--- config.mk ---
export PLATFORM = sky130hd
export DESIGN_NAME = stoper_counter
export DESIGN_NICKNAME = d
export VERILOG_FILES = /design/src/rtl/stoper_counter.sv
export SDC_FILE = /design/constraint.sdc
export NUM_CORES = 1
export LEC_CHECK = 0
export CAP_MARGIN = 5
export CORE_MARGIN = 1
export CORE_UTILIZATION = 53
export CTS_CLUSTER_SIZE = 20
export DETAILED_ROUTE_END_ITERATION = 8
export PLACE_DENSITY = 0.75
export SYNTH_ARGS = -nofsm -noshare
export SYNTH_HDL_FRONTEND = slang
export SYNTH_SLANG_ARGS = --single-unit
--- constraint.sdc ---
create_clock -name mclk -period 1.94 [get_ports mclk]
set_input_delay 0.388 -clock mclk [delete_from_list [all_inputs] [get_ports mclk]]
set_output_delay 0.388 -clock mclk [all_outputs]
set_load 0.01 [all_outputs]
--- src/rtl/stoper_counter.sv ---
// rtl/stoper_counter.sv - 0..9999 stopwatch counter with debounced start/stop and clear buttons.
// Optional lap-freeze display feature is enabled by defining STOPER_LAP_EN.

module stoper_debounce #(
    parameter int DEBOUNCE_CYCLES = 250000
) (
    input  logic mclk,
    input  logic rst,
    input  logic btn_raw,
    output logic press
);
    localparam int CW = (DEBOUNCE_CYCLES > 1) ? $clog2(DEBOUNCE_CYCLES + 1) : 1;

    logic          s1_q, s1_d, s2_q, s2_d;
    logic          level_q, level_d, prev_q, prev_d;
    logic          armed_q, armed_d;
    logic [1:0]    vld_q, vld_d;
    logic [CW-1:0] cnt_q, cnt_d;

    always_comb begin
        s1_d    = btn_raw;
        s2_d    = s1_q;
        vld_d   = {vld_q[0], 1'b1};
        level_d = level_q;
        cnt_d   = cnt_q;
        prev_d  = level_q;
        if (s2_q == level_q) begin
            cnt_d = '0;
        end else if (cnt_q == CW'(DEBOUNCE_CYCLES - 1)) begin
            level_d = s2_q;
            cnt_d   = '0;
        end else begin
            cnt_d = cnt_q + 1'b1;
        end
        // Presses are armed only once the button has been seen released after
        // reset, so a button held through reset never yields an event.
        armed_d = armed_q | (vld_q[1] & ~s2_q);
    end

    always_ff @(posedge mclk) begin
        if (rst) begin
            s1_q    <= 1'b0;
            s2_q    <= 1'b0;
            vld_q   <= 2'b00;
            level_q <= 1'b0;
            cnt_q   <= '0;
            prev_q  <= 1'b0;
            armed_q <= 1'b0;
        end else begin
            s1_q    <= s1_d;
            s2_q    <= s2_d;
            vld_q   <= vld_d;
            level_q <= level_d;
            cnt_q   <= cnt_d;
            prev_q  <= prev_d;
            armed_q <= armed_d;
        end
    end

    assign press = level_q & ~prev_q & armed_q;
endmodule

module stoper_counter #(
    parameter int TICK_DIV        = 500000,
    parameter int DEBOUNCE_CYCLES = 250000
) (
    input  logic        mclk,
    input  logic        rst,
    input  logic        btn_start_stop,
    input  logic        btn_clear,
    input  logic        btn_lap,
    output logic [13:0] number,
    output logic        running,
    output logic        overflow
);
    localparam int PW = (TICK_DIV > 1) ? $clog2(TICK_DIV) : 1;

    typedef enum logic [1:0] {IDLE, RUNNING, STOPPED, OVERFLOW} state_t;

    state_t        state_q, state_d;
    logic [13:0]   count_q, count_d;
    logic [PW-1:0] presc_q, presc_d;
    logic          tick, ss_ev, clr_ev;

    stoper_debounce #(.DEBOUNCE_CYCLES(DEBOUNCE_CYCLES)) u_db_ss (
        .mclk(mclk), .rst(rst), .btn_raw(btn_start_stop), .press(ss_ev)
    );
    stoper_debounce #(.DEBOUNCE_CYCLES(DEBOUNCE_CYCLES)) u_db_clr (
        .mclk(mclk), .rst(rst), .btn_raw(btn_clear), .press(clr_ev)
    );

    always_comb begin
        state_d = state_q;
        count_d = count_q;
        presc_d = presc_q;
        tick    = 1'b0;
        if (state_q == RUNNING) begin
            if (presc_q == PW'(TICK_DIV - 1)) begin
                tick    = 1'b1;
                presc_d = '0;
            end else begin
                presc_d = presc_q + 1'b1;
            end
        end
        if (tick) begin
            if (count_q == 14'd9999) state_d = OVERFLOW;
            else                     count_d = count_q + 14'd1;
        end
        if (ss_ev) begin
            case (state_q)
                IDLE:    state_d = RUNNING;
                RUNNING: if (state_d != OVERFLOW) state_d = STOPPED;
                STOPPED: state_d = RUNNING;
                default: ;
            endcase
        end
        if (clr_ev) begin
            state_d = IDLE;
            count_d = '0;
            presc_d = '0;
        end
    end

    always_ff @(posedge mclk) begin
        if (rst) begin
            state_q <= IDLE;
            count_q <= '0;
            presc_q <= '0;
        end else begin
            state_q <= state_d;
            count_q <= count_d;
            presc_q <= presc_d;
        end
    end

    assign running  = (state_q == RUNNING);
    assign overflow = (state_q == OVERFLOW);

`ifdef STOPER_LAP_EN
    logic        lap_ev, frozen_q, frozen_d;
    logic [13:0] lap_q, lap_d;

    stoper_debounce #(.DEBOUNCE_CYCLES(DEBOUNCE_CYCLES)) u_db_lap (
        .mclk(mclk), .rst(rst), .btn_raw(btn_lap), .press(lap_ev)
    );

    always_comb begin
        frozen_d = frozen_q;
        lap_d    = lap_q;
        if (lap_ev && state_q == RUNNING) begin
            frozen_d = ~frozen_q;
            lap_d    = count_q;
        end
        if (clr_ev) frozen_d = 1'b0;
    end

    always_ff @(posedge mclk) begin
        if (rst) begin
            frozen_q <= 1'b0;
            lap_q    <= '0;
        end else begin
            frozen_q <= frozen_d;
            lap_q    <= lap_d;
        end
    end

    assign number = frozen_q ? lap_q : count_q;
`else
    logic unused_btn_lap;
    assign unused_btn_lap = btn_lap;
    assign number = count_q;
`endif
endmodule

# Word-level counts from Yosys, hierarchy flattened
# Index checks and enable logic that the tools add are counted.
# op_classes
addsub,4
mul,0
div,0
magnitude_cmp,0
n_eq_ne,10
shifts,0
n_mux,10
n_bitwise,15
reduce_logical,8
# op_table
op,count
$add A18 B1 Y18 const B,2
$eq A18 B18 Y1 const B,2
$add A19 B1 Y19 const B,1
$eq A19 B19 Y1 const B,1
$mux W19,1
$add A14 B1 Y14 const B,1
$eq A14 B14 Y1 const B,1
$mux W2,4
$not A1 Y1,7
$and A1 B1 Y1,6
$reduce_and A2 Y1,3
$reduce_or A3 Y1,2
$eq A2 B2 Y1 const B,2
$mux W1,4
$pmux W2 S2,1
$reduce_or A2 Y1,2
$eq A1 B1 Y1,2
$eq A2 B1 Y1 const B,1
$logic_not A2 Y1,1
$ne A2 B2 Y1 const B,1
$or A1 B1 Y1,2
# word_totals
reg_bits,85
latchBits,0
ram_bits,0
rom_bits,0
out_inout_bits,16
n_memories,0

# Logic depth before layout (Yosys ltp)
# Gate-level depths: netlist of the first run.
# depth
depth_word,8
mapped_depth,7
mapped_depth_nobuf,6

# By module
# From an unflattened synthesis of the first run, not the netlist that was laid out.
# unflattened
cells_unflattened,422
area_unflattened_um2,3781.1
# by_module_without_submodules
mod,instances,cells_per_inst,area_each_um2,seq_area_each_um2
stoper_debounce,2,114,1052.3,500.5
stoper_counter,1,194,1676.6,700.7

# Worst setup path before layout of the first run
# No wires, ideal clock.
# synth_path
kind,reg2reg
start,reg presc_q[6]
end,"reg count_q[10], in the netlist number[10]"
setup_ns,0.071
arrival_time_ns,1.949
required_time_ns,1.869
path_slack_ns,-0.079
path_stages_with_launch,7
synth_period_minus_slack_ns,2.019
cell_sequence,dfxtp_1 or4b_4 nor4_4 nand3b_1 buf_6 or3_1 a21oi_1
# synth_between
elab_chain_cells,4
# synth_rtl
element,line,rtl
"start, declared",82,"logic [PW-1:0] presc_q, presc_d;"
"start signal, assigned",132,presc_q <= presc_d;
$eq A19 B19 Y1,98,if (presc_q == PW'(TICK_DIV - 1)) begin
$mux W1,98,
$mux W1,97,if (state_q == RUNNING) begin
$reduce_and A2 Y1 (no source line),--,
"end signal, assigned",131,count_q <= count_d;
"end, declared",81,"logic [13:0] count_q, count_d;"
# Every way passes these cells.
# A chain may end at the register's enable or synchronous reset.

# Final worst setup path of the first run
# layout_path
start,reg presc_q[5]
end,"reg count_q[10], in the netlist number[10]"
# Same word-level chain as after synthesis.

==> results.cfg, run 1 <==
[run_status]
status = complete, but fails checks
failed_checks = negative setup slack

[routing]
average_routed_wire_per_standard_cell_um = 12.7
post-route-drc-count = 0
number_of_vias_per_cell_after_detailed_routing = 5.35
vias = 2973
drt_pass_1_iters = 4
routed_wl_mm = 7.05
postRouteAntennaNets = 0
number_of_design_rule_violations_left_by_the_first_detailed_router_iteration = 116

[critical_path]
critPathCaptureType = flip-flop
cp.arrival_ns = 2.39
required_ns = 2.24
launching_element_type_of_the_critical_path = flip-flop
critical_path_peak_fanout = 5
critical-path-slowest-cell = or4b_4
timing.critical_path.cells = or4b_4 -> nor4_4 -> nand3b_1 -> buf_4 -> or3_1 -> a21oi_1
worstPathBufferInverterCount = 1
setup.worst_path.class = reg2reg
cell_family_with_the_largest_share_of_critical_path_delay = simple AND/OR/NAND/NOR gates
crit_path_max_incr_delay_ns = 0.55

[timing]
min_period_over_period_pct = 107
maxSlewViolCount = 0
finalWorstSetupSlack_ns = -0.142
timing.clock.skew_ns = 0.00824
finalSetupViolations = 20
hold_violations_final = 0
post-route-min-period_ns = 2.08
worst_pin_slew_ns = 0.477
final.hold.worst_slack_ns = 0.446
slew_headroom_pct = 67.9
max_clock_freq_ghz = 0.480
rsz0062_at_grt = true

[power_and_ir_drop]
power_leakage_nw = 1.62
power_per_cell_area_nw_per_um2 = 650
fin_total_pwr_mw = 2.93
vdd.ir_drop.worst_mv = 0.700

[floorplanning]
dieArea_um2 = 7110
ios = 21
fp.coreArea_um2 = 6460
die_span_x_um = 84.3
die_height_um = 84.3
start_util_pct = 55.6
rows = 29

[final_layout]
fillers = 499
num_antenna_cells = 0
non_filler_instance_count_after_layout = 556
mostFrequentLayoutCell = nor2_1
post-route-cell-area_um2 = 4510
finalCoreUtilization_pct = 69.8
layout-drive-gt1-share_pct = 19.0
area_of_the_multi_input_gates_um2 = 1900
area.growth.synth_to_final_pct = 25.6
layout_common_cells = nor2_1 (80), dfxtp_1 (78), buf_4 (43)
layout.nets = 483
register_area_um2 = 1670

[synthesis]
synth.net_count = 415
postSynthCellCount = 406
ys_ff_latch = 83
postSynth.topFlopCell = dfxtp_1
seq_area_frac_synth_pct = 46.3
synth_warnings = 0
synth-edff-count = 0
yosys.cell_types.count = 45
fraction_of_registers_with_async_set_reset_pct = 0
postSynthAreaPerCell_um2 = 8.84
syn-cell-area_um2 = 3590

[clock_network]
clkLatencyLatePin_ns = 0.36
clkSinkCount = 83
clock_h_tree_levels = 3
clock-root-buffer = clkbuf_8
clkTransAtPathRegs_ns = 0.09
cts.path.max_buffers = 2
cts_made_buffers = 9
tritoncts = done
ctsHoldBuffers = 0

[placement]
hpwlAfterDp_mm = 4.81
finalWeightedCongestion = 0.829
total_placed_cells_including_tap_cells = 535
postPlaceCellArea_um2 = 4180
port_buffers = 19

[run]
drv_cap = 0

[hold_path]
hp-class = reg2reg

[grt]
grt_start_max_net_pins = 19
antenna_violations_before_repair = 0
overflow = 0
number_of_global_route_vias_before_repair = 2730
grt_pass1_wl_mm = 11.6
track_usage_pct = 20.6
-- layout make-up --
| type | count | share of cell area, % |
|---|---|---|
| clock buffers | 9 | 2.75 |
| clock inverters | 7 | 1.33 |
| inverters | 13 | 1.08 |
| multi-input cells | 299 | 42.1 |
| flip-flops and latches | 83 | 37.0 |
| well taps | 77 | 2.14 |
| repair buffers | 68 | 13.6 |
-- where the power goes --
group / internal [mW] / switching [mW] / total (mW)
combinational: 0.0329 / 0.0347 / 0.0677
clock: 0.484 / 0.660 / 1.14
sequential: 1.71 / 0.00583 / 1.72
-- state kept, by name (all words and copies together) (netlist names) --
signal,cells
u_db_ss.armed_q,1
u_db_ss.cnt_q,18
u_db_ss.vld_q,1
u_db_ss.prev_q,1
u_db_ss.s1_q,1
u_db_clr.level_q,1
state_q,2
number,14
u_db_clr.s2_q,1
u_db_clr.vld_q,1
u_db_clr.cnt_q,18
u_db_clr.s1_q,1
u_db_ss.level_q,1
u_db_clr.armed_q,1
u_db_clr.prev_q,1
u_db_ss.s2_q,1
presc_q,19
-- kinds of logic (layout without fill, tap and decap cells) --
family | after synthesis | in the layout | share of synthesized area [%]
AO/OA/AOI/OAI | 23 | 23 | 3.76
AND/OR/NAND/NOR | 212 | 212 | 30.7
buffers and inverters | 24 | 97 | 3.03
XOR/XNOR | 55 | 55 | 13.4
adder cells (fa/ha/maj) | 4 | 4 | 1.39
flip-flops | 83 | 83 | 46.3
multiplexers | 5 | 5 | 1.39
-- synth_stat cells, types with 7 or more instances --
library cell	number	area (um^2)
a21oi_1	8	40.0
nor2b_1	10	62.6
o21ai_0	7	35.0
dfxtp_1	83	1660
inv_1	13	48.8
xnor2_1	29	254
clkbuf_1	7	26.3
or3_1	7	43.8
nand4_1	17	106
nand2_1	29	109
nor2_1	80	300
nand3_1	26	130
xor2_1	26	228
-- final timing paths --
| check | startpoint | to | slack, ns | cells after the start |
|---|---|---|---|---|
| worst max register to register | presc_q[5]$_SDFFE_PP0P_ | number[10]$_SDFFE_PP0P_ | -0.14 | 6 |
| worst min-delay path | u_db_clr.s1_q$_SDFF_PP0_ | u_db_clr.s2_q$_SDFF_PP0_ | 0.45 | 1 |
| worst max-delay path | presc_q[5]$_SDFFE_PP0P_ | number[10]$_SDFFE_PP0P_ | -0.14 | 6 |
| worst min register to register | u_db_clr.s1_q$_SDFF_PP0_ | u_db_clr.s2_q$_SDFF_PP0_ | 0.45 | 1 |
-- routing by layer --
metal | up-vias | GRT usage, % | wire length (um)
li1 | 1519 | - | -
met1 | 1373 | 24.7 | 3230
met2 | 69 | 34.6 | 3380
met3 | 12 | 7.08 | 325
met4 | 0 | 7.21 | 122
met5 | - | 0 | 0
-- what timing repair did --
item	4_1_cts	5_1_grt
gates cloned	0	1
pin swaps	3	6
hold endpoints to repair	0	0
endpoints found under the setup margin	14	32
buffers inserted	0	4
resized for setup	10	13
-- per-stage QoR --
stage	TNS, ns	setup slack (ns)
finish	-0.873	-0.142
global route	-3.39	-0.228
CTS	-0.657	-0.114
detailed placement	-0.930	-0.131
global placement	-0.638	-0.111
floorplan	0	0.00420
Note: power is estimated with default switching activity, not from simulation.
==> run 2: changes to the inputs <==
--- a/config.mk
+++ b/config.mk
@@ -6,7 +6,7 @@
 export NUM_CORES = 1
 export LEC_CHECK = 0
 export CAP_MARGIN = 5
-export CORE_MARGIN = 1
+export CORE_MARGIN = 2
 export CORE_UTILIZATION = 53
 export CTS_CLUSTER_SIZE = 20
 export DETAILED_ROUTE_END_ITERATION = 8
==> run 2 against run 1 <==
  * The flow still finishes with violations (negative setup slack)
  * Critical endpoint is now number[4]$_SDFFE_PP0P_
  * Critical path depth is the same
  * Clock skew grew 0.0011 ns
  * Cell count decreased by 0.36%
  * Clock power is 4% lower
  * Utilization shrank 0.52 points
==> results.cfg, run 2 (same netlist as run 1, synthesis figures left out) <==
[floorplanning]
die_height_um = 86.3
rows = 29
ios = 21
start_util_pct = 55.6
fp.coreArea_um2 = 6460
die_span_x_um = 86.3
dieArea_um2 = 7450

[clock_network]
clock_h_tree_levels = 3
tritoncts = done
clkTransAtPathRegs_ns = 0.08
clkLatencyLatePin_ns = 0.35
ctsHoldBuffers = 0
clkSinkCount = 83
cts.path.max_buffers = 2
cts_made_buffers = 9
clock-root-buffer = clkbuf_8

[run_status]
failed_checks = negative setup slack
status = complete, but fails checks

[power_and_ir_drop]
power_frac_seq_pct = 59.6
vdd.ir_drop.worst_mv = 0.523
power_leakage_nw = 1.61
power.share.combinational_pct = 2.2
internal_power_summed_over_all_cells_mw = 2.24
clock_power_share_pct = 38.2
power.switching_fraction_pct = 22.3
total_switching_power_uw = 641
power_per_cell_area_nw_per_um2 = 644

[timing]
hold_violations_final = 0
max_clock_freq_ghz = 0.486
post-route-min-period_ns = 2.06
finalWorstSetupSlack_ns = -0.119
maxSlewViolCount = 0
final.hold.worst_slack_ns = 0.442
worst_pin_slew_ns = 0.456
finalSetupViolations = 23
min_period_over_period_pct = 106
timing.clock.skew_ns = 0.00934
slew_headroom_pct = 69.3
rsz0062_at_grt = true

[critical_path]
timing.critical_path.cells = or4b_4 -> nor4_4 -> nand3b_1 -> buf_6 -> or3_1 -> a21oi_1
setup.worst_path.class = reg2reg
r2r_end = number[4]$_SDFFE_PP0P_
rr_worst_depth = 6
startpoint = presc_q[5]$_SDFFE_PP0P_
cp.arrival_ns = 2.35
critPathCaptureType = flip-flop
crit_path_max_incr_delay_ns = 0.54
worstSetupPathDepth = 6
critical_path_peak_fanout = 9
crit_end = number[4]$_SDFFE_PP0P_
worstReg2RegStart = presc_q[5]$_SDFFE_PP0P_
launching_element_type_of_the_critical_path = flip-flop
worstPathBufferInverterCount = 1
cell_family_with_the_largest_share_of_critical_path_delay = simple AND/OR/NAND/NOR gates
required_ns = 2.23
r2r_slack_ns = -0.12
critical-path-slowest-cell = or4b_4

[final_layout]
non_filler_instance_count_after_layout = 554
largest_registers = presc_q (19), u_db_clr.cnt_q (18), u_db_ss.cnt_q (18)
largest_register_ffs = 19
layout-drive-gt1-share_pct = 18.4
layout.nets = 481
num_antenna_cells = 0
area_of_the_multi_input_gates_um2 = 1910
fillers = 528
finalCoreUtilization_pct = 69.3
mostFrequentLayoutCell = nor2_1
area.growth.synth_to_final_pct = 24.7
regMostFlops = presc_q
layout_common_cells = nor2_1 (80), dfxtp_1 (79), buf_4 (42)
post-route-cell-area_um2 = 4480
register_area_um2 = 1670

[grt]
number_of_global_route_vias_before_repair = 2899
grt_start_max_net_pins = 19
antenna_violations_before_repair = 0
overflow = 0
grt_pass1_wl_mm = 12.6
track_usage_pct = 20.9

[routing]
post-route-drc-count = 0
number_of_vias_per_cell_after_detailed_routing = 5.39
routed_wl_mm = 7.44
drt_pass_1_iters = 4
postRouteAntennaNets = 0
vias = 2988
number_of_design_rule_violations_left_by_the_first_detailed_router_iteration = 118
average_routed_wire_per_standard_cell_um = 13.4

[placement]
postPlaceCellArea_um2 = 4130
port_buffers = 19
finalWeightedCongestion = 0.818
total_placed_cells_including_tap_cells = 531
hpwlAfterDp_mm = 4.87

[hold_path]
hp-class = reg2reg

[run]
drv_cap = 0
==> run 2: metrics by stage <==
step | total power, mW | setup TNS, ns | setup WS, ns
after global routing | 2.99 | -4.00 | -0.222
after global placement | 1.81 | -0.478 | -0.0994
final | 2.88 | -1.03 | -0.119
after detailed placement | 1.81 | -0.972 | -0.138
after CTS | 2.91 | -0.588 | -0.114
after floorplan | 1.79 | 0 | 0.00420
==> run 2: worst min-delay path by stage <==
stage | startpoint | to | slack (ns) | cells past startpoint
6_report | u_db_clr.s1_q$_SDFF_PP0_ | u_db_clr.s2_q$_SDFF_PP0_ | 0.44 | 1
5_1_grt | u_db_clr.vld_q[0]$_DFF_P_ | u_db_ss.vld_q[1]$_SDFF_PP0_ | 0.47 | 1
4_1_cts | u_db_clr.s1_q$_SDFF_PP0_ | u_db_clr.s2_q$_SDFF_PP0_ | 0.45 | 1
3_5_place_dp | u_db_clr.s1_q$_SDFF_PP0_ | u_db_clr.s2_q$_SDFF_PP0_ | 0.43 | 1
3_3_place_gp | u_db_clr.s1_q$_SDFF_PP0_ | u_db_clr.s2_q$_SDFF_PP0_ | 0.42 | 1
2_1_floorplan | u_db_clr.s1_q$_SDFF_PP0_ | u_db_clr.s2_q$_SDFF_PP0_ | 0.41 | 1
==> run 2: power by group through the flow <==
stage | Combinational (mW) | Clock (mW) | Sequential, mW
floorplan | 0.0309 | 0 | 1.76
finish | 0.0634 | 1.10 | 1.72
detailed placement | 0.0557 | 0 | 1.76
global placement | 0.0547 | 0 | 1.76
global route | 0.0708 | 1.20 | 1.72
CTS | 0.0563 | 1.14 | 1.72
==> run 2: area by class of cell <==
| cell class | count | area share (%) |
|---|---|---|
| Clock buffer | 12 | 3.24 |
| Clock inverter | 4 | 0.587 |
| Inverter | 13 | 1.09 |
| Multi-Input combinational cell | 299 | 42.6 |
| Sequential cell | 83 | 37.2 |
| Tap cell | 77 | 2.15 |
| Timing Repair Buffer | 66 | 13.1 |
==> run 2: worst register-to-register path, stage by stage, from the launching register on <==
cell,delay (ns)
dfxtp_2,0.33
or4b_4,0.54
nor4_4,0.32
nand3b_1,0.19
buf_6,0.18
or3_1,0.31
a21oi_1,0.13
==> run 2: routing by layer <==
layer / part of all wire [%] / vias up / track usage [%] / wire length [um]
li1: - / 1522 / - / -
met1: 47 / 1421 / 27.0 / 3520
met2: 48 / 37 / 34.3 / 3590
met3: 3.2 / 8 / 5.05 / 235
met4: 1.2 / 0 / 7.67 / 89
met5: 0 / - / 0 / 0
==> run 2: what timing repair did <==
action                                  in CTS  in global routing
pin swaps                                    6                  3
buffers inserted                             3                  3
endpoints found under the setup margin      13                 32
gates resized for setup                     10                 15
cloned                                       0                  1
